$ cat src/rtl/spi_pkg.sv
// Shared definitions for the SPI slave word engine: FSM encodings, mode-field
// positions and the bit-counter sizing helper.
package spi_pkg;

  localparam logic [1:0] ST_IDLE = 2'd0;
  localparam logic [1:0] ST_ARM  = 2'd1;
  localparam logic [1:0] ST_XFER = 2'd2;
  localparam logic [1:0] ST_DONE = 2'd3;

  // Captured mode register layout: {CPOL, CPHA}
  localparam int unsigned MODE_W    = 2;
  localparam int unsigned MODE_CPHA = 0;
  localparam int unsigned MODE_CPOL = 1;

  function automatic int unsigned bit_cnt_width(input int unsigned data_width);
    bit_cnt_width = $clog2(data_width + 32'd1);
  endfunction

endpackage

$ cat src/rtl/spi_pin_sync.sv
// Synchronises raw SCLK/SS/MOSI into the system clock domain and flags
// SS edges plus SCLK leading/trailing edges relative to the captured CPOL.
module spi_pin_sync #(
  parameter int unsigned SYNC_STAGES = 2
) (
  input  logic i_clk,
  input  logic i_reset,
  input  logic i_sclk,
  input  logic i_ss,
  input  logic i_mosi,
  input  logic i_cpol,
  output logic o_ss_fall_c,
  output logic o_ss_rise_c,
  output logic o_lead_c,
  output logic o_trail_c,
  output logic o_mosi_c
);

  logic [SYNC_STAGES-1:0] r_sclk_sync;
  logic [SYNC_STAGES-1:0] r_ss_sync;
  logic [SYNC_STAGES-1:0] r_mosi_sync;
  logic                   r_sclk_d;
  logic                   r_ss_d;
  logic                   w_sclk_s;
  logic                   w_ss_s;
  logic                   w_sclk_tgl;

  // SS resets to its inactive level so reset release never looks like a frame start
  always_ff @(posedge i_clk or negedge i_reset) begin
    if (!i_reset) begin
      r_sclk_sync <= '0;
      r_ss_sync   <= '1;
      r_mosi_sync <= '0;
      r_sclk_d    <= 1'b0;
      r_ss_d      <= 1'b1;
    end else begin
      r_sclk_sync <= {r_sclk_sync[SYNC_STAGES-2:0], i_sclk};
      r_ss_sync   <= {r_ss_sync[SYNC_STAGES-2:0], i_ss};
      r_mosi_sync <= {r_mosi_sync[SYNC_STAGES-2:0], i_mosi};
      r_sclk_d    <= w_sclk_s;
      r_ss_d      <= w_ss_s;
    end
  end

  assign w_sclk_s    = r_sclk_sync[SYNC_STAGES-1];
  assign w_ss_s      = r_ss_sync[SYNC_STAGES-1];
  assign w_sclk_tgl  = w_sclk_s ^ r_sclk_d;

  assign o_ss_fall_c = r_ss_d & ~w_ss_s;
  assign o_ss_rise_c = ~r_ss_d & w_ss_s;
  assign o_lead_c    = w_sclk_tgl & (w_sclk_s != i_cpol);
  assign o_trail_c   = w_sclk_tgl & (w_sclk_s == i_cpol);
  assign o_mosi_c    = r_mosi_sync[SYNC_STAGES-1];

endmodule

$ cat src/rtl/spi_slave_word_engine.sv
// SPI slave word engine: all four CPOL/CPHA modes, DATA_WIDTH-bit words,
// multi-word bursts per SS assertion, FIFO-style TX/RX handshakes.
module spi_slave_word_engine
  import spi_pkg::*;
#(
  parameter int unsigned DATA_WIDTH  = 8,
  parameter bit          MSB_FIRST   = 1'b1,
  parameter int unsigned SYNC_STAGES = 2
) (
  input  logic                  i_clk,
  input  logic                  i_reset,
  input  logic                  i_SCLK,
  input  logic                  i_SS,
  input  logic                  i_MOSI,
  output logic                  o_MISO,
  output logic                  o_MISO_oe,
  input  logic                  i_CPOL,
  input  logic                  i_CPHA,
  input  logic [DATA_WIDTH-1:0] i_tx_data,
  input  logic                  i_tx_valid,
  output logic                  o_tx_ready,
  output logic [DATA_WIDTH-1:0] o_rx_data,
  output logic                  o_rx_valid,
  output logic                  o_underrun,
  output logic                  o_busy,
  output logic                  o_done,
  output logic                  o_frame_err
);

  localparam int unsigned CNT_W = bit_cnt_width(DATA_WIDTH);

  logic [1:0]            r_state;
  logic [1:0]            w_state_nxt;
  logic [MODE_W-1:0]     r_mode;
  logic [CNT_W-1:0]      r_bit_cnt;
  logic [CNT_W-1:0]      w_cnt_inc;
  logic [DATA_WIDTH-1:0] r_tx_sh;
  logic [DATA_WIDTH-1:0] r_rx_sh;
  logic [DATA_WIDTH-1:0] w_rx_nxt;
  logic [DATA_WIDTH-1:0] w_tx_word;
  logic                  r_need_load;
  logic                  r_fall_pend;
  logic                  w_ss_fall;
  logic                  w_ss_rise;
  logic                  w_lead;
  logic                  w_trail;
  logic                  w_mosi;
  logic                  w_sample_edge;
  logic                  w_shift_edge;
  logic                  w_wrap;
  logic                  w_start;
  logic                  w_capture;
  logic                  w_load;
  logic                  w_shift;
  logic                  w_sample;

  spi_pin_sync #(
    .SYNC_STAGES (SYNC_STAGES)
  ) u_pin_sync (
    .i_clk       (i_clk),
    .i_reset     (i_reset),
    .i_sclk      (i_SCLK),
    .i_ss        (i_SS),
    .i_mosi      (i_MOSI),
    .i_cpol      (r_mode[MODE_CPOL]),
    .o_ss_fall_c (w_ss_fall),
    .o_ss_rise_c (w_ss_rise),
    .o_lead_c    (w_lead),
    .o_trail_c   (w_trail),
    .o_mosi_c    (w_mosi)
  );

  assign w_sample_edge = r_mode[MODE_CPHA] ? w_trail : w_lead;
  assign w_shift_edge  = r_mode[MODE_CPHA] ? w_lead  : w_trail;
  assign w_start       = w_ss_fall | r_fall_pend;
  assign w_cnt_inc     = r_bit_cnt + CNT_W'(1);
  assign w_wrap        = (w_cnt_inc == CNT_W'(DATA_WIDTH));
  assign w_rx_nxt      = MSB_FIRST ? {r_rx_sh[DATA_WIDTH-2:0], w_mosi}
                                   : {w_mosi, r_rx_sh[DATA_WIDTH-1:1]};
  assign w_tx_word     = i_tx_valid ? i_tx_data : '0;

  always_ff @(posedge i_clk or negedge i_reset) begin
    if (!i_reset) r_state <= ST_IDLE;
    else          r_state <= w_state_nxt;
  end

  // SS rise has priority over any SCLK edge seen in the same cycle
  always_comb begin
    w_state_nxt = r_state;
    w_capture   = 1'b0;
    w_load      = 1'b0;
    w_shift     = 1'b0;
    w_sample    = 1'b0;
    case (r_state)
      ST_IDLE: begin
        if (w_start) begin
          w_capture   = 1'b1;
          w_state_nxt = ST_ARM;
        end
      end
      ST_ARM: begin
        if (w_ss_rise) begin
          w_state_nxt = ST_DONE;
        end else begin
          w_load      = ~r_mode[MODE_CPHA];
          w_state_nxt = ST_XFER;
        end
      end
      ST_XFER: begin
        if (w_ss_rise) begin
          w_state_nxt = ST_DONE;
        end else if (w_sample_edge) begin
          w_sample = 1'b1;
        end else if (w_shift_edge) begin
          w_load  = r_need_load;
          w_shift = ~r_need_load;
        end
      end
      ST_DONE: w_state_nxt = ST_IDLE;
      default: w_state_nxt = ST_IDLE;
    endcase
  end

  always_ff @(posedge i_clk or negedge i_reset) begin
    if (!i_reset) begin
      r_mode      <= '0;
      r_bit_cnt   <= '0;
      r_tx_sh     <= '0;
      r_rx_sh     <= '0;
      r_need_load <= 1'b0;
      r_fall_pend <= 1'b0;
      o_MISO      <= 1'b0;
      o_MISO_oe   <= 1'b0;
      o_tx_ready  <= 1'b0;
      o_rx_data   <= '0;
      o_rx_valid  <= 1'b0;
      o_underrun  <= 1'b0;
      o_busy      <= 1'b0;
      o_done      <= 1'b0;
      o_frame_err <= 1'b0;
    end else begin
      o_tx_ready  <= 1'b0;
      o_underrun  <= 1'b0;
      o_rx_valid  <= 1'b0;
      o_busy      <= (w_state_nxt != ST_IDLE);
      o_done      <= (w_state_nxt == ST_DONE);
      o_frame_err <= (w_state_nxt == ST_DONE) && (r_bit_cnt != '0);
      o_MISO_oe   <= (w_state_nxt == ST_ARM) || (w_state_nxt == ST_XFER);
      // A new frame start during DONE is held so IDLE can act on it
      r_fall_pend <= (r_state == ST_DONE) & w_ss_fall;

      if (r_state == ST_IDLE) r_bit_cnt <= '0;
      if (w_capture)          r_mode    <= {i_CPOL, i_CPHA};
      if (r_state == ST_ARM)  r_need_load <= r_mode[MODE_CPHA];

      if (w_load) begin
        r_tx_sh     <= w_tx_word;
        o_MISO      <= MSB_FIRST ? w_tx_word[DATA_WIDTH-1] : w_tx_word[0];
        r_need_load <= 1'b0;
        o_tx_ready  <= i_tx_valid;
        o_underrun  <= ~i_tx_valid;
      end else if (w_shift) begin
        if (MSB_FIRST) begin
          r_tx_sh <= {r_tx_sh[DATA_WIDTH-2:0], 1'b0};
          o_MISO  <= r_tx_sh[DATA_WIDTH-2];
        end else begin
          r_tx_sh <= {1'b0, r_tx_sh[DATA_WIDTH-1:1]};
          o_MISO  <= r_tx_sh[1];
        end
      end

      // Word completion wraps the counter and arms a load on the next shift edge
      if (w_sample) begin
        r_rx_sh <= w_rx_nxt;
        if (w_wrap) begin
          o_rx_data   <= w_rx_nxt;
          o_rx_valid  <= 1'b1;
          r_bit_cnt   <= '0;
          r_need_load <= 1'b1;
        end else begin
          r_bit_cnt <= w_cnt_inc;
        end
      end
    end
  end

endmodule
$ cat config.mk
export PLATFORM = sky130hd
export DESIGN_NAME = spi_slave_word_engine
export DESIGN_NICKNAME = d
export VERILOG_FILES = /design/src/rtl/spi_pkg.sv /design/src/rtl/spi_pin_sync.sv /design/src/rtl/spi_slave_word_engine.sv
export SDC_FILE = /design/constraint.sdc
export NUM_CORES = 1
export LEC_CHECK = 0
export CAP_MARGIN = 10
export CORE_UTILIZATION = 31
export DETAILED_ROUTE_END_ITERATION = 8
export PLACE_DENSITY = 0.58
export SKIP_LAST_GASP = 1
export SLEW_MARGIN = 5
export SYNTH_ARGS = -nofsm -noshare
export SYNTH_HDL_FRONTEND = slang
export SYNTH_SLANG_ARGS = --single-unit
$ cat constraint.sdc
create_clock -name i_clk -period 2.04 [get_ports i_clk]
set_clock_uncertainty 0.15 [all_clocks]
set_input_delay 0.408 -clock i_clk [delete_from_list [all_inputs] [get_ports i_clk]]
set_output_delay 0.408 -clock i_clk [all_outputs]
set_load 0.02 [all_outputs]
==> metrics.txt <==
Layout Nets 226; Setup WS post-layout 82.3 ps; Leak 1.24 nW; design area 0.00259 sq mm; cts bufs inserted 5; deepest clock path buffer count 2; GP Congestion 0.753; failing checks DRC; area delta synth->final 25.1%; synthesized netlist cell count 160; Placed Area 0.00250 sq mm; # setup viols final 0; arrival time worst endpoint 2000 ps; initial core utilization 32.3%; Post-DP HPWL 2350 um; Hold EP u_pin_sync.r_sclk_sync[1]; initial antenna violation count 0; final hold viol count 0; fin cells 278; CP Max Fanout 11; grt total ovfl 0; clock latency on the worst-skew pair 290 ps; DR vias/cell 4.53; Peak Freq 511 MHz; Routed Wire Length 3480 um; placed insts 270; Power Density 1070 mW/mm^2; post-CTS setup buffer count 0; commonest non-fill, non-tap cell in the layout dfrtp_1; first-pass GRT wire length 6010 um; Buffers on Ports 31; clock sink count 48; WL per Instance 12.5 um; measured slew at the worst slew-check pin 313 ps; core region area 0.00642 sq mm; die area 0.00702 sq mm; Worst Hold Path Cells 0; period utilization 96.0%; Crit Reg-Reg Endpoint r_rx_sh[6]; Critical Path RT 2080 ps; diode count 0; reg-to-reg setup timing slack 80 ps; share of post-route cells with drive strength above 1 20.4%; Max-Cap Viols 0; Syn Nets 185; # IOs 32; 1st-pass router iterations 6; die span in x 83.8 um; Hold WS 205 ps; Detailed Route Iter0 Violations 53; FF+latch count, synth 48; row cnt 29; pin count of the biggest net entering global routing 49; post-synthesis cell type count 33; cell count of the worst reg-to-reg path 5; Critical Path Start Type register; minimum clock period 1960 ps; Post-Syn Area 0.00207 sq mm; VDD IR max 317 uV; hold path startpoint u_pin_sync.r_sclk_sync[0]; RSZ-0062 raised after global routing true; most frequent cells in the layout 45 x dfrtp_1, 30 x clkdlybuf4s50_1, 14 x mux2_2; Setup CP Type reg -> reg; EDFF count, synth 0; Post-synth ARST share 100%; die height 83.8 um; Top FF cell, synth dfrtp_1; overall routing resource usage 10.7%; drt drc 2; worst slack, placed 49.2 ps; CTS tree yes; worst r2r src r_mode[1]; vias in the first global route 1,271; Slew HR 79.1%; Seq/Total Area, Yosys 58.1%; Reg clk slew, reported paths 90 ps; routed vias 1,259; pins over their slew limit 0; status finished, violations left; H-tree lvl count 2; post-route antenna net violation count 0; Worst Hold Class reg -> reg; synth warn 0; Avg Cell Area, Syn 13.0 sq um; Setup crit end kind register; CTS root buf clkbuf_8
-- how the worst max path moves through the flow --
stage	start	endpoint	slack, ps	depth (start not counted)
final	r_mode[1]	r_rx_sh[6]	80	5
after detailed placement	r_bit_cnt[0]	o_rx_data[1]	50	5
after global placement	r_bit_cnt[0]	o_rx_data[6]	70	5
after CTS	r_bit_cnt[0]	o_rx_data[1]	30	5
after global routing	r_mode[0]	r_rx_sh[6]	-30	5
after floorplan	r_bit_cnt[0]	o_rx_data[0]	210	6
-- synth_stat cells, types with 2 or more instances --
cell      instances  share of area [%]
dfrtp_1          45                 54
mux2_2           14                7.6
inv_1            11                2.0
mux2i_1          11                5.3
o21ai_0          11                2.7
nand3_1          10                2.4
ha_1              9                5.4
nand2_1           7                1.3
buf_6             4                2.2
mux2_4            4                2.9
nor2_1            4               0.72
dfstp_2           3                3.8
nand2b_1          3               0.90
o31ai_1           3                1.1
and2_1            2               0.60
and3_1            2               0.60
-- where the power goes --
part | total, mW | switching [mW] | internal (mW)
clock | 0.545 | 0.312 | 0.233
sequential | 1.33 | 0.144 | 1.18
combinational | 0.910 | 0.428 | 0.482
total | 2.78 | 0.884 | 1.90
-- through the flow --
| step | util (%) | setup TNS (ps) | power (mW) |
|---|---|---|---|
| after floorplan | - | 0 | 1.93 |
| after detailed placement | 38.9 | 0 | 2.26 |
| after global routing | 40.4 | -82.9 | 2.99 |
| after global placement | 38.9 | 0 | 2.24 |
| after CTS | 40.3 | 0 | 2.82 |
| final | 40.4 | 0 | 2.78 |
-- worst max-delay path, cell delays in order, from the launching register on --
cell	delay, ps
dfrtp_1	410
xor2_2	260
mux2i_1	200
and3_1	260
buf_4	220
mux2_2	350
-- cell families after synthesis --
logic type | after synthesis | synth area share, %
multiplexers | 29 | 15.8
flip-flops | 48 | 58.1
AO/OA/AOI/OAI | 20 | 5.97
adder cells (fa/ha/maj) | 9 | 5.43
XOR/XNOR | 2 | 1.21
AND/OR/NAND/NOR | 34 | 8.69
buffers and inverters | 18 | 4.82
-- sequential cells by signal, summed over array words and instances, names as in the netlist --
name / cells
r_fall_pend: 1
r_rx_sh: 7
o_tx_ready: 1
o_rx_valid: 1
u_pin_sync.r_ss_d: 1
u_pin_sync.r_sclk_sync: 2
r_mode: 2
u_pin_sync.r_mosi_sync: 2
o_MISO_oe: 1
r_need_load: 1
o_busy: 1
o_done: 1
r_state: 2
o_underrun: 1
u_pin_sync.r_ss_sync: 2
r_bit_cnt: 4
o_rx_data: 8
r_tx_sh: 7
o_frame_err: 1
u_pin_sync.r_sclk_d: 1
o_MISO: 1
-- per-layer routing --
| layer | track usage [%] | part of all wire [%] | vias up |
|---|---|---|---|
| li1 | - | - | 627 |
| met1 | 15.4 | 51 | 606 |
| met4 | 4.23 | 1.6 | 0 |
| met2 | 15.6 | 44 | 21 |
| met3 | 2.57 | 2.6 | 5 |
| met5 | 0 | 0 | - |
-- repair_timing --
action	CTS	global route
hold buffers	1	0
hold endpoints to repair	45	0
setup endpoints to repair	0	19
resized for setup	0	2
-- cell type report --
type | instances | area, sq um
fill | 631 | 3830
sequential | 48 | 1200
multi-input combinational | 94 | 776
timing repair buffer | 41 | 395
tap | 77 | 96.3
clock buffer | 5 | 68.8
inverter | 11 | 41.3
clock inverter | 2 | 12.5
Power figures use the tool's default switching activity.
